[src/rtl/aes_pkg.sv]
// Shared AES round-datapath types, matrix coefficients and GF(2^8) helpers.
// Used by mix_column_unit and mix_columns_engine.
package aes_pkg;

   typedef logic [127:0] aes_state_t;
   typedef logic [31:0]  aes_col_t;

   localparam logic [7:0] AES_POLY = 8'h1b;

   // Top row of each matrix; row r is this row rotated right by r bytes.
   localparam logic [31:0] FWD_ROW = 32'h02030101;
   localparam logic [31:0] INV_ROW = 32'h0e0b0d09;

   typedef enum logic [1:0] {
      ST_IDLE,
      ST_BUSY,
      ST_DONE
   } mc_state_e;

   function automatic logic [7:0] gf_xtime(input logic [7:0] a);
      return {a[6:0], 1'b0} ^ (a[7] ? AES_POLY : 8'h00);
   endfunction

   // All matrix coefficients fit in 4 bits, so four xtime steps suffice.
   function automatic logic [7:0] gf_mul(input logic [7:0] a,
                                         input logic [3:0] c);
      logic [7:0] p;
      logic [7:0] acc;
      p   = a;
      acc = '0;
      for (int i = 0; i < 4; i++) begin
         if (c[i]) acc = acc ^ p;
         p = gf_xtime(p);
      end
      return acc;
   endfunction

endpackage

[src/rtl/mix_column_unit.sv]
// Combinational single-column MixColumns / InvMixColumns transform.
// Byte r of the column sits at col[31-8r -: 8].
module mix_column_unit
   import aes_pkg::*;
(
   input  aes_col_t col_i,
   input  logic     inv_i,
   output aes_col_t col_o
);

   logic [31:0] row;
   logic [7:0]  acc;
   int          k;

   // Matrix-vector product over GF(2^8) with rotated coefficient rows.
   always_comb begin
      row   = inv_i ? INV_ROW : FWD_ROW;
      col_o = '0;
      acc   = '0;
      k     = 0;
      for (int r = 0; r < 4; r++) begin
         acc = '0;
         for (int j = 0; j < 4; j++) begin
            k   = (j - r + 4) % 4;
            acc = acc ^ gf_mul(col_i[31-8*j -: 8], row[27-8*k -: 4]);
         end
         col_o[31-8*r -: 8] = acc;
      end
   end

endmodule

[src/rtl/mix_columns_engine.sv]
// Iterative AES MixColumns / InvMixColumns engine, LANES columns per beat.
// Optional macro MIXCOL_PARITY_EN adds the out_parity byte-parity output.
module mix_columns_engine
   import aes_pkg::*;
#(
   parameter int LANES   = 1,
   parameter int OUT_REG = 1
)(
   input  logic         clk,
   input  logic         rst_n,
   input  logic         in_valid,
   output logic         in_ready,
   input  logic [127:0] in_data,
   input  logic         in_inv,
   output logic         out_valid,
   input  logic         out_ready,
   output logic [127:0] out_data,
   output logic         busy
`ifdef MIXCOL_PARITY_EN
   ,
   output logic [15:0]  out_parity
`endif
);

   localparam int        BEATS    = 4 / LANES;
   localparam logic [1:0] LAST    = 2'(BEATS - 1);
   localparam bit        COMB_ALL = (LANES == 4) && (OUT_REG == 0);

   if (!(LANES == 1 || LANES == 2 || LANES == 4)) begin : g_bad_lanes
      $error("mix_columns_engine: LANES must be 1, 2 or 4");
   end

   mc_state_e  state_q, state_d;
   logic [1:0] cnt_q, cnt_d;
   aes_state_t work_q, work_d;
   aes_state_t out_q, out_d;
   logic       inv_q, inv_d;

   aes_state_t src, xf;
   logic       src_inv;
   logic       last_beat, accept;
   logic [1:0] col_idx [LANES];
   aes_col_t   col_in  [LANES];
   aes_col_t   col_out [LANES];

   assign last_beat = (state_q == ST_BUSY) && (cnt_q == LAST);
   assign accept    = in_valid && in_ready;

   // Pick the source state and the columns handled in this beat.
   always_comb begin
      src     = COMB_ALL ? in_data : work_q;
      src_inv = COMB_ALL ? in_inv  : inv_q;
      for (int l = 0; l < LANES; l++) begin
         col_idx[l] = 2'(int'(cnt_q) * LANES + l);
      end
   end

   for (genvar l = 0; l < LANES; l++) begin : g_lane
      assign col_in[l] = src[127-32*col_idx[l] -: 32];
      mix_column_unit u_col (
         .col_i (col_in[l]),
         .inv_i (src_inv),
         .col_o (col_out[l])
      );
   end

   // Source state with this beat's columns replaced in place.
   always_comb begin
      xf = src;
      for (int l = 0; l < LANES; l++) begin
         xf[127-32*col_idx[l] -: 32] = col_out[l];
      end
   end

   // State register.
   always_ff @(posedge clk or negedge rst_n) begin
      if (!rst_n) state_q <= ST_IDLE;
      else        state_q <= state_d;
   end

   // Next-state logic.
   always_comb begin
      state_d = state_q;
      unique case (state_q)
         ST_IDLE: begin
            if (accept && !COMB_ALL) state_d = ST_BUSY;
         end
         ST_BUSY: begin
            if (last_beat) begin
               if (OUT_REG != 0)   state_d = ST_DONE;
               else if (out_ready) state_d = accept ? ST_BUSY : ST_IDLE;
            end
         end
         ST_DONE: begin
            if (out_ready) state_d = accept ? ST_BUSY : ST_IDLE;
         end
         default: state_d = ST_IDLE;
      endcase
   end

   // Datapath next values: load on accept, transform per beat.
   always_comb begin
      cnt_d  = cnt_q;
      work_d = work_q;
      inv_d  = inv_q;
      out_d  = out_q;
      if (accept && !COMB_ALL) begin
         cnt_d  = '0;
         work_d = in_data;
         inv_d  = in_inv;
      end else if (state_q == ST_BUSY) begin
         if (!last_beat) begin
            work_d = xf;
            cnt_d  = cnt_q + 2'd1;
         end else if (OUT_REG != 0) begin
            work_d = xf;
            out_d  = xf;
         end
      end
   end

   // Datapath registers.
   always_ff @(posedge clk or negedge rst_n) begin
      if (!rst_n) begin
         cnt_q  <= '0;
         work_q <= '0;
         inv_q  <= 1'b0;
         out_q  <= '0;
      end else begin
         cnt_q  <= cnt_d;
         work_q <= work_d;
         inv_q  <= inv_d;
         out_q  <= out_d;
      end
   end

   // Handshake and result outputs.
   always_comb begin
      busy = (state_q != ST_IDLE);
      if (OUT_REG != 0) begin
         out_valid = (state_q == ST_DONE);
         in_ready  = (state_q == ST_IDLE) ||
                     ((state_q == ST_DONE) && out_ready);
         out_data  = out_q;
      end else if (COMB_ALL) begin
         out_valid = in_valid;
         in_ready  = out_ready;
         out_data  = xf;
      end else begin
         out_valid = last_beat;
         in_ready  = (state_q == ST_IDLE) || (last_beat && out_ready);
         out_data  = xf;
      end
   end

`ifdef MIXCOL_PARITY_EN
   function automatic logic [15:0] byte_par(input aes_state_t s);
      logic [15:0] p;
      p = '0;
      for (int i = 0; i < 16; i++) p[15-i] = ^s[127-8*i -: 8];
      return p;
   endfunction

   logic [15:0] par_q;

   // Parity captured alongside the registered result.
   always_ff @(posedge clk or negedge rst_n) begin
      if (!rst_n)
         par_q <= '0;
      else if (last_beat && (OUT_REG != 0))
         par_q <= byte_par(xf);
   end

   assign out_parity = (OUT_REG != 0) ? par_q : byte_par(out_data);
`endif

endmodule
[config.mk]
export PLATFORM = sky130hd
export DESIGN_NAME = mix_columns_engine
export DESIGN_NICKNAME = d
export VERILOG_FILES = /design/src/rtl/aes_pkg.sv /design/src/rtl/mix_column_unit.sv /design/src/rtl/mix_columns_engine.sv
export SDC_FILE = /design/constraint.sdc
export NUM_CORES = 1
export LEC_CHECK = 0
export CORE_MARGIN = 8
export CORE_UTILIZATION = 36
export DETAILED_ROUTE_END_ITERATION = 12
export PLACE_DENSITY_LB_ADDON = 0.3
export SLEW_MARGIN = 20
export SYNTH_ARGS = -nofsm -noshare
export SYNTH_HDL_FRONTEND = slang
export SYNTH_HIERARCHICAL = 1
export SYNTH_SLANG_ARGS = --single-unit
[constraint.sdc]
create_clock -name clk -period 3.4 [get_ports clk]
set_input_delay 0.68 -clock clk [delete_from_list [all_inputs] [get_ports clk]]
set_output_delay 0.68 -clock clk [all_outputs]
set_load 0.01 [all_outputs]
### Word level (Yosys, flattened, before mapping)

Index checks and enable logic that the tools add are counted.

| cells by class | value |
|---|---|
| add/sub/neg operators | 3 |
| eq/ne operators | 7 |
| shift operators | 3 |
| mux-type cells | 88 |
| bitwise logic cells | 73 |
| reduce and logical (&&, ||, !) cells | 10 |

Operators by type and width:

| kind | number |
|---|---|
| $xor A8 B8 Y8 | 72 |
| $mux W8 | 64 |
| $mux W128 | 2 |
| $shift A32 B34 Y159 const A | 1 |
| $shiftx A159 B33 Y32 | 1 |
| $shiftx A32 B34 Y159 | 1 |
| $bwmux W128 | 1 |
| $mux W5 | 12 |
| $neg A32 Y34 | 1 |
| $mux W28 | 1 |
| $mux W2 | 6 |
| $sub A7 B7 Y8 const A | 1 |
| $pmux W2 S3 | 1 |
| $reduce_and A3 Y1 | 2 |
| $eq A2 B2 Y1 const B | 2 |
| $ne A2 B1 Y1 const B | 2 |
| $ne A2 B2 Y1 const B | 2 |
| $reduce_bool A2 Y1 | 2 |
| $logic_and A1 B1 Y1 | 3 |
| $add A2 B1 Y2 const B | 1 |
| $eq A2 B1 Y1 const B | 1 |
| $logic_not A2 Y1 | 1 |
| $reduce_and A2 Y1 | 1 |
| $logic_or A1 B1 Y1 | 1 |
| 2 further kinds | 2 |

| word-level totals | value |
|---|---|
| register bits after elaboration | 261 |
| output and inout bits | 131 |

### Longest topological paths before layout

| logic depth | value |
|---|---|
| depth after elaboration | 17 |
| gate-level depth with buffers | 12 |
| gate-level depth less buffers | 9 |

### Hierarchy

The synthesis kept the hierarchy.

By module, submodules not included:

| module | times used | cells each | area each (um^2) |
|---|---|---|---|
| mix_columns_engine | 1 | 1486 | 13568.0 |
| mix_column_unit | 1 | 258 | 2453.6 |

### Worst setup path after synthesis

No wires, ideal clock.

| timing | value |
|---|---|
| path kind | register to register |
| start point | register cnt_q[0] |
| end point | register work_q[125] (netlist: src[125]) |
| library setup time | 0.121 ns |
| arrival time | 3.310 ns |
| required time | 3.279 ns |
| setup slack | -0.030 ns |
| stages on the path, launching flop included | 13 |
| buffers on the path | 3 |
| cell sequence | dfrtp_1 -> buf_6 -> buf_2 -> mux4_2 -> buf_6 -> xor2_4 -> xnor3_1 -> xnor2_1 -> and2_2 -> xnor3_1 -> a31oi_1 -> and2_1 -> o21ai_1 |

RTL lines:

| element | line | source |
|---|---|---|
| start, declared | mix_columns_engine.sv:34 | `logic [1:0] cnt_q, cnt_d;` |
| start signal, assigned | mix_columns_engine.sv:130 | `cnt_q <= cnt_d;` |
| end signal, assigned | mix_columns_engine.sv:131 | `work_q <= work_d;` |
| end, declared | mix_columns_engine.sv:35 | `aes_state_t work_q, work_d;` |

==> impl_metrics.yaml <==
logic_synthesis:
  avgSynthCellArea_sq_um: 9.19
  synth.most_common_cell: "nand2_1"
  synth_cell_types: 39
  synth_flop_cell: "dfrtp_1"
  yosysSeqAreaShare_pct: 40.8
  synthCells: 1744
  netlist_area_sq_um: 16000
  synthTopCellsByArea: "dfrtp_1 (41%), xnor2_1 (6.7%), o21ai_0 (6.7%)"
  synth_edf_count: 0
  ys_seq_elements: 261
  async_flop_share_pct: 100
  syn_nets: 1881
  yosys.area.top_type: "dfrtp_1"
  synth_top_cell_area_share_pct: 40.8
  yosys_warnings: 6
  yosys-top-cells-count: "nand2_1 (280), dfrtp_1 (261), o21ai_0 (213)"
clock_network:
  cts_max_path_buffers: 3
  path_clk_slew_ps: 60
  ctsHtreeMaxLevel: 1
  clock_latency_ps: 570
  cts_tree: "built"
  cts_sinks: 261
  hold_buffers: 0
  cts_root_buffer: "clkbuf_16"
  cts_inserted_buffers: 31
critical_path:
  path_class: "flop to flop"
  cp_slowest_stage_delay_ps: 600
  reg2reg_depth: 10
  crit_family: "XOR/XNOR gates"
  critPathLaunchType: "flop"
  cp_data_required_time_ps: 3850
  r2r-end: "src[123]"
  cpMaxStageDelayCell: "mux4_2"
  crit_buf_inv: 1
  cp_cell_sequence: "buf_12 > mux4_2 > xor3_1 > nand2_2 > xor2_2 > xnor2_1 > xnor3_2 > a31oi_2 > and2_1 > o21ai_1"
  r2r_slack_ps: 3
  rr_startpoint: "cnt_q[0]"
  critPathCaptureType: "flop"
  worstPathArrival_ps: 3840
  path_max_fanout: 13
detailed_routing:
  post_drt_via_cell_ratio: 5.20
  top_layer: "met5"
  dr.pass1.iters: 7
  wl_met2_mm: 27.1
  num_vias: 13800
  antenna_left: 0
  drc: 0
  drt_iter0_drc: 1145
  wl_per_cell_um: 21.3
  wl_met3_mm: 3.26
  wl_met1_mm: 25.3
  wl_mm: 56.7
sta:
  fin_skew_ps: 8.84
  fmax_mhz: 294
  tightest_slew_ps: 1060
  hold_violations: 0
  layout_setup_ws_ps: 2.86
  maxSlewViolCount: 0
  rsz0062_at_grt: "true"
  period_share_pct: 99.9
  fin_crit_ps: 3400
  finalSetupViolCount: 0
  slew-limit-headroom_pct: 29.6
global_routing:
  grt_pass1_wl_mm: 86.8
  antenna_found_initial: 1
  grt_pass1_vias: 14000
  grt_max_degree: 129
  globalRouteOverflowTotal: 0
  grt_usage_pct: 21.6
place:
  dp_cells: 2588
  dpl_cell_area_sq_um: 19900
  gp_congestion: 0.901
  dp_worst_setup_slack_ps: -182
  io_buffers: 263
  dpl.hpwl_mm: 40.3
floorplanning:
  rows: 77
  start_util_pct: 36.3
  boundaryPins: 264
  die_area_sq_um: 51500
  die_w_um: 227
  core-area_sq_um: 44100
  dieHeight_um: 227
worst_hold_path:
  min_path_type: "input port to async pin"
flow_run:
  cap_violations: 0
finish:
  design_area_sq_um: 21600
  final_cells: 2660
  finish.utilization_pct: 49.0
  fin_nets: 2182
  drive_gt1_share_pct: 17.5
  diodes: 0
  area_growth_pct: 35.0
status:
  status: "complete, no violations"
layout by cell type (no fill, tap or decap), drive strengths merged, types with 32 or more instances in the layout:
cell type      netlist  layout
a31oi              128     128
and2               132     132
buf                126     162
clkbuf              30      46
clkdlybuf4s50        0     262
dfrtp              261     261
mux4                32      32
nand2              281     281
nor2b              136     136
o21ai              385     385
xnor2              126     126
xor2                54      54
through the flow:
step | hold slack (ps) | setup TNS [ps]
after floorplan | 384 | 0
after global placement | 464 | -3190
after detailed placement | 470 | -2770
after CTS | 114 | -54.1
after global routing | 133 | -1970
final | 103 | 0
worst register-to-register path, delay by kind of cell, from the launching register on:
| family | cells | cell delay [ps] |
|---|---|---|
| flip-flops | 1 | 440 |
| multiplexers | 1 | 610 |
| AO/OA/AOI/OAI | 2 | 310 |
| XOR/XNOR | 4 | 1440 |
| AND/OR/NAND/NOR | 2 | 270 |
| buffers and inverters | 1 | 200 |
worst max-delay path by stage:
stage	start	to	slack, ps	depth (start not counted)
floorplan	cnt_q[0]	src[125]	60	12
global placement	cnt_q[0]	src[75]	-210	11
detailed placement	cnt_q[0]	src[75]	-180	11
CTS	cnt_q[0]	src[75]	-30	11
global route	cnt_q[0]	src[123]	-140	10
finish	cnt_q[0]	src[123]	3	10
metal layers:
layer	GRT usage, %	vias up
li1	-	6517
met1	29.9	6824
met2	35.5	411
met3	3.41	66
met4	4.97	2
met5	0	-
final cells by class:
cell class,count,area (sq um)
clock buffers,46,922
multi-input cells,1324,9220
repair buffers,424,4100
clock inverters,10,108
inverters,3,11.3
fillers,4220,22500
well taps,592,741
flip-flops and latches,261,6540
repair_timing:
action / in CTS / in global routing
setup endpoints to repair: 71 / 145
setup buffers: 9 / 7
resized for setup: 35 / 68
pin swaps: 8 / 18
flip-flops by register name, indices dropped and copies added (netlist names):
name and flops:
cnt_q 2, out_data 128, src 128, state_q 2, inv_q 1
cell families (layout without fill, tap and decap cells):
| family | after synthesis | after routing | share of synthesized area [%] |
|---|---|---|---|
| adders and majority gates | 4 | 4 | 0.312 |
| AOI/OAI and AO/OA | 522 | 522 | 17.4 |
| xor gates and xnor gates | 203 | 203 | 13.5 |
| buffers and inverters | 159 | 483 | 5.67 |
| muxes | 33 | 33 | 4.56 |
| and+or+nand+nor | 562 | 562 | 17.8 |
| DFF | 261 | 261 | 40.8 |
Power is left out: the tool's default activity adds up to more than one toggle a clock period on the data nets, which glitch-free logic cannot reach.
